$ cat config.mk
export PLATFORM = sky130hd
export DESIGN_NAME = instr_mem_loader
export DESIGN_NICKNAME = d
export VERILOG_FILES = /design/src/rtl/instr_mem_loader.sv
export SDC_FILE = /design/constraint.sdc
export NUM_CORES = 1
export LEC_CHECK = 0
export CAP_MARGIN = 20
export CORE_MARGIN = 1.5
export CORE_UTILIZATION = 30
export DETAILED_ROUTE_END_ITERATION = 16
export GPL_ROUTABILITY_DRIVEN = 0
export SLEW_MARGIN = 20
export SYNTH_ARGS = -nofsm -noshare
export SYNTH_HDL_FRONTEND = slang
export SYNTH_SLANG_ARGS = --single-unit
$ cat constraint.sdc
create_clock -name clk -period 3.1 [get_ports clk]
set_input_delay 0.31 -clock clk [delete_from_list [all_inputs] [get_ports clk]]
set_output_delay 0.31 -clock clk [all_outputs]
set_load 0.1 [all_outputs]
$ cat src/rtl/instr_mem_loader.sv
`default_nettype none
// ============================================================================
//  Module   : instr_mem_loader
//  Purpose  : Instruction memory of 2^P words with a registered fetch port for
//             the controller, plus a byte-serial program loader. The loader
//             takes a framed byte stream (count byte, then each word as a
//             high byte and a low byte) and writes words from address 0. The
//             CPU is held for the whole load.
//  Revision : 1.0 - initial release
// ----------------------------------------------------------------------------
//  Parameters
//    M                   register address width; W = 4 + 2*M
//    P                   instruction address width (1..8), depth = 2^P
//  Ports
//    clk                 in   1   system clock, rising edge
//    rst_n               in   1   asynchronous reset, active low
//    en_read_instr       in   1   fetch request
//    read_address_instr  in   P   fetch address
//    instruction_out     out  W   fetched instruction (registered)
//    load_start          in   1   pulse: begin a program load
//    load_byte           in   8   loader data byte
//    load_valid          in   1   load_byte is valid
//    load_ready          out  1   loader accepts a byte this cycle
//    cpu_hold            out  1   controller must stay idle
//    load_done           out  1   pulse: load finished (ok or error)
//    load_error          out  1   sticky error, cleared by next load_start
//  Build option
//    CHECKSUM_EN         append an XOR checksum byte to every frame
// ============================================================================
module instr_mem_loader #(
   parameter int M = 4,
   parameter int P = 6
) (
   input  logic                 clk,
   input  logic                 rst_n,
   input  logic                 en_read_instr,
   input  logic [P-1:0]         read_address_instr,
   output logic [4+2*M-1:0]     instruction_out,
   input  logic                 load_start,
   input  logic [7:0]           load_byte,
   input  logic                 load_valid,
   output logic                 load_ready,
   output logic                 cpu_hold,
   output logic                 load_done,
   output logic                 load_error
);

   localparam int         W       = 4 + 2*M;
   localparam logic [8:0] c_depth = 9'(1 << P);

   typedef enum logic [2:0] {
      ST_RUN  = 3'd0,
      ST_CNT  = 3'd1,
      ST_HI   = 3'd2,
      ST_LO   = 3'd3,
      ST_CHK  = 3'd4,
      ST_DONE = 3'd5
   } state_t;

   state_t         r_state;
   state_t         w_state_nxt;
   logic [P:0]     r_ptr;          // one extra bit so a full 2^P frame ends cleanly
   logic [7:0]     r_last;         // index of the final word (count - 1)
   logic [W-9:0]   r_hi;           // upper word bits captured from the high byte
   logic [W-1:0]   r_mem [0:(1<<P)-1];

   logic           w_xfer;
   logic [8:0]     w_count_n;
   logic           w_count_bad;
   logic           w_ptr_last;

   assign w_xfer      = load_valid & load_ready;
   // A count byte of zero stands for 256 words.
   assign w_count_n   = (load_byte == 8'd0) ? 9'd256 : {1'b0, load_byte};
   assign w_count_bad = (w_count_n > c_depth);
   assign w_ptr_last  = (9'(r_ptr) == {1'b0, r_last});

`ifdef CHECKSUM_EN
   logic [7:0]     r_csum;
   logic           w_csum_bad;
   assign w_csum_bad = (load_byte != r_csum);
`endif

   // Next-state decode
   always_comb begin
      w_state_nxt = r_state;
      case (r_state)
         ST_RUN:  if (load_start) w_state_nxt = ST_CNT;
         ST_CNT:  if (w_xfer) w_state_nxt = w_count_bad ? ST_DONE : ST_HI;
         ST_HI:   if (w_xfer) w_state_nxt = ST_LO;
         ST_LO: begin
            if (w_xfer) begin
               if (w_ptr_last) begin
`ifdef CHECKSUM_EN
                  w_state_nxt = ST_CHK;
`else
                  w_state_nxt = ST_DONE;
`endif
               end else begin
                  w_state_nxt = ST_HI;
               end
            end
         end
         ST_CHK:  if (w_xfer) w_state_nxt = ST_DONE;
         ST_DONE: w_state_nxt = ST_RUN;
         default: w_state_nxt = ST_RUN;
      endcase
   end

   // FSM state, registered outputs and frame bookkeeping
   always_ff @(posedge clk or negedge rst_n) begin
      if (!rst_n) begin
         r_state         <= ST_RUN;
         instruction_out <= '0;
         load_ready      <= 1'b0;
         cpu_hold        <= 1'b0;
         load_done       <= 1'b0;
         load_error      <= 1'b0;
         r_ptr           <= '0;
         r_last          <= '0;
         r_hi            <= '0;
`ifdef CHECKSUM_EN
         r_csum          <= '0;
`endif
      end else begin
         r_state    <= w_state_nxt;
         load_ready <= (w_state_nxt == ST_CNT) || (w_state_nxt == ST_HI) ||
                       (w_state_nxt == ST_LO)  || (w_state_nxt == ST_CHK);
         cpu_hold   <= (w_state_nxt != ST_RUN);
         load_done  <= (w_state_nxt == ST_DONE);

         case (r_state)
            ST_RUN: begin
               // A read issued alongside load_start is still serviced;
               // otherwise entering the hold presents a NOP.
               if (en_read_instr)
                  instruction_out <= r_mem[read_address_instr];
               else if (load_start)
                  instruction_out <= '0;
               if (load_start)
                  load_error <= 1'b0;
            end
            ST_CNT: begin
               instruction_out <= '0;
               if (w_xfer) begin
                  r_ptr  <= '0;
                  r_last <= 8'(load_byte - 8'd1);
`ifdef CHECKSUM_EN
                  r_csum <= load_byte;
`endif
                  if (w_count_bad)
                     load_error <= 1'b1;
               end
            end
            ST_HI: begin
               instruction_out <= '0;
               if (w_xfer) begin
                  r_hi <= load_byte[W-9:0];
`ifdef CHECKSUM_EN
                  r_csum <= r_csum ^ load_byte;
`endif
               end
            end
            ST_LO: begin
               instruction_out <= '0;
               if (w_xfer) begin
                  r_ptr <= r_ptr + {{P{1'b0}}, 1'b1};
`ifdef CHECKSUM_EN
                  r_csum <= r_csum ^ load_byte;
`endif
               end
            end
            ST_CHK: begin
               instruction_out <= '0;
`ifdef CHECKSUM_EN
               // Words stay written even when the checksum disagrees.
               if (w_xfer && w_csum_bad)
                  load_error <= 1'b1;
`endif
            end
            default: begin
               instruction_out <= '0;
            end
         endcase
      end
   end

   // Memory array is deliberately not reset so a program survives rst_n.
   always_ff @(posedge clk) begin
      if ((r_state == ST_LO) && w_xfer)
         r_mem[r_ptr[P-1:0]] <= {r_hi, load_byte};
   end

endmodule
`default_nettype wire

==> results.md <==
* CTS buffer count at 81
* Number of port buffers at 34
* Internal power at 19.2 mW
* Post-synthesis async set-or-reset flop share at 0.0471
* Met2 global-route usage at 0.234
* Net Sw Frac at 0.241
* Mapped Area at 31,600 sq um
* Power Dens Cells at 683 nW/um^2
* Fin Setup TNS at 0 ps
* Starting Density at 0.304
* Tightest Hold Check Type: in2reg
* RSZ-0062 raised after global routing: no
* Switching power at 6.12 mW
* H-tree levels at 3
* GR peak layer: met2
* Mapped Nets at 1,575
* Grt met1 use at 0.213
* Setup crit end kind: register
* Cell Chain, Critical Path: inv_1 > nor3_1 > buf_4 > nand2_1 > nor2_1 > buf_4
* Clock sinks at 806
* Vias at 16,400
* Clock share of power at 0.396
* Register area share after synthesis at 0.761
* Die ar. at 107,000 sq um
* Avg Cell Area, Syn at 20.3 sq um
* Worst EP required at 3430 ps
* Synth area leaders: edfxtp_1 (73%), mux4_2 (12%), mux2i_1 (3.2%)
* Max Clk Rate at 375 MHz
* # IOs at 35
* Root buffer cell: clkbuf_16
* Status: completed
* DR vias/cell at 5.14
* Setup WS post-layout at 431 ps
* Post CTS Setup Buffer Count at 0
* Antenna violations before repair at 1
* 1st-iter DRT viols at 1,859
* Clock skew at 19.7 ps
* Synth cell types at 55
* LEAKAGE at 12.2 nW
* Post-DR wirelength/cell at 25.5 um
* Final #Nets at 1,765
* Cells resized by post-CTS repair at 0
* Worst skew pair latency at 620 ps
* Synth-to-layout area growth at 17.7%
* Crit-path max cell delay at 610 ps
* Final hold vios at 0
* Cts hold-fix bufs at 1
* Worst-path maximum fanout at 15
* Worst-Margin Slew at 988 ps
* Max clock buf depth at 3
* Final setup fails at 0
* Logic pwr share at 0.091
* Synth area leader: edfxtp_1
* Crit path DAT at 2990 ps
* Routed WL at 81.3 mm
* Crit path top cell by count: buf_4
* DP Worst Slack at 95.0 ps
* Row Count at 118
* Max Cap Viol at 0
* Vias in the first global route at 16,700
* Clock transition at path regs at 60 ps
* Global-route wire length before repair at 118 mm
* Grt total ovfl at 0
* Slew HR at 0.341
* Slowest cell on crit path: dfrtp_1
* Post-DRT Antenna Nets at 0
* Worst vdd ir at 719 uV
* Die Ht at 327 um
* Largest net degree at the start of global routing at 69
* Crit share post-route at 0.861
* Post-synth top area share at 0.731
* Setup CP Type: reg2reg
* Crit path time final at 2670 ps
* Layout cells sized above 1 at 0.266
* DRC at 0
* Synth Instances at 1,553
* Worst Setup Start Kind: register
* Post-synth EDFFs at 768
* Register bit total from synthesis at 806
* TritonCTS clock tree: yes
* Most used DFF post-synth: edfxtp_1
* Die Wd at 327 um
* Drt pass-1 iters at 5
* Pins Over Slew Limit at 0
* Synth Warn # at 0
* Post-DP HPWL at 52.6 mm
* All-Layer GR Usage at 0.152
* Core Area at 104,000 sq um
* M3 GR Usage at 0.0360
* Sequential share of power at 0.513
## cell usage after synthesis, drive strengths merged, types with 2 or more instances
master and number:
a22oi 19, and2 4, o41ai 2, o221ai 2
inv 7, or3 5, dfrtp 38, mux4 164
nand3 17, o311ai 4, a21o 6, buf 40
nand3b 3, a211o 4, a221oi 34, o21bai 4
o22ai 2, nor2 90, o2bb2ai 2, a32oi 4
o31ai 4, nor3 11, nand2 60, nand2b 6
a221o 15, and3 2, a21oi 18, a22o 4
edfxtp 768, o211ai 5, xnor2 7, clkbuf 41
mux2i 101, o21ai 25, nand4 4, nor3b 2
xor2 6, nor2b 4, ha 3, nor4 2
or4 3, mux2 2
## registers in the layout (all words and copies together), names as in the netlist
signal,count
cpu_hold,1
instruction_out,12
load_done,1
load_error,1
load_ready,1
r_hi,4
r_last,8
r_mem,768
r_ptr,7
r_state,3
## stage by stage
step	total power, mW	utilization	hold WS (ps)	area, sq um	cells
after detailed placement	15.6	0.331	492	34400	3039
final	25.3	0.357	55.2	37100	3189
after global routing	26.1	0.357	69.3	37100	3188
after global placement	15.5	0.331	484	34400	3039
after CTS	25.5	0.357	28.1	37100	3188
after floorplan	14.4	-	14.4	31600	1553
## logic make-up (layout without fill, tap and decap cells)
family | after synthesis | count (layout) | synth area share
flip-flops | 806 | 806 | 0.761
multiplexers | 267 | 267 | 0.150
AND/OR/NAND/NOR | 216 | 216 | 0.0303
AO/OA/AOI/OAI | 159 | 159 | 0.0380
buffers and inverters | 89 | 344 | 0.0163
XOR/XNOR | 13 | 13 | 0.00361
adder cells (fa/ha/maj) | 3 | 3 | 0.00119
other | 0 | 1 | 0
## power groups by stage
stage	clock, mW	sequential [mW]	combinational (mW)
after floorplan	0	13.5	0.873
after global placement	0	13.2	2.28
after detailed placement	0	13.2	2.32
after CTS	10.2	13.0	2.32
after global routing	10.6	13.0	2.44
final	10.0	13.0	2.31
## critical path, delay by kind of cell, from the launching register on
family / cells / cell delay [ps]
buf+inv: 3 / 660
simple gates: 3 / 1090
flops: 1 / 610
## path summary, 6_finish.rpt
check	slack [ps]	cells after the start	start	end
hold reg to reg	510	2	r_last[2]	r_last[2]
min in group asynchronous	230	2	rst_n	r_last[7]
setup reg to reg	430	6	r_state[1]	r_mem[4][2]
hold / removal	60	3	load_byte[1]	r_hi[1]
setup / recovery	430	6	r_state[1]	r_mem[4][2]
max in group asynchronous	2430	2	rst_n	instruction_out[0]
## area by class of cell
cell class | instances | area (sq um)
inverters | 8 | 30.0
repair buffers | 188 | 1580
diodes | 1 | 2.50
multi-input cells | 658 | 7040
fillers | 9584 | 66800
flip-flops and latches | 806 | 24000
clock buffers | 103 | 2250
clock inverters | 45 | 477
well taps | 1380 | 1730
## layer usage
layer	vias to the layer above	share of wire
met5	-	0.00016
met4	2	0.028
met3	149	0.087
met2	730	0.46
met1	8678	0.42
li1	6844	-
## placed cells by master, fill, tap and decap left out, drive strengths merged, types with 3 or more instances in the layout
| master | synthesis | routed |
|---|---|---|
| clkinv | 1 | 30 |
| nor2 | 90 | 90 |
| xnor2 | 7 | 7 |
| or4 | 3 | 3 |
| mux2i | 101 | 101 |
| nand2 | 60 | 60 |
| o211ai | 5 | 5 |
| nor3 | 11 | 11 |
| ha | 3 | 3 |
| clkbuf | 41 | 103 |
| dfrtp | 38 | 38 |
| a21oi | 18 | 18 |
| o21bai | 4 | 4 |
| a21o | 6 | 6 |
| bufinv | 0 | 10 |
| inv | 7 | 11 |
| o311ai | 4 | 4 |
| and2 | 4 | 4 |
| a221oi | 34 | 34 |
| nor2b | 4 | 4 |
| edfxtp | 768 | 768 |
| mux4 | 164 | 164 |
| a221o | 15 | 15 |
| o21ai | 25 | 25 |
| or3 | 5 | 5 |
| a211o | 4 | 4 |
| nand4 | 4 | 4 |
| o31ai | 4 | 4 |
| clkdlybuf4s50 | 0 | 7 |
| nand3 | 17 | 17 |
| buf | 40 | 180 |
| xor2 | 6 | 6 |
| a22o | 4 | 4 |
| nand3b | 3 | 3 |
| a22oi | 19 | 19 |
| a32oi | 4 | 4 |
| nand2b | 6 | 6 |
Note: power is estimated with default switching activity, not from simulation.
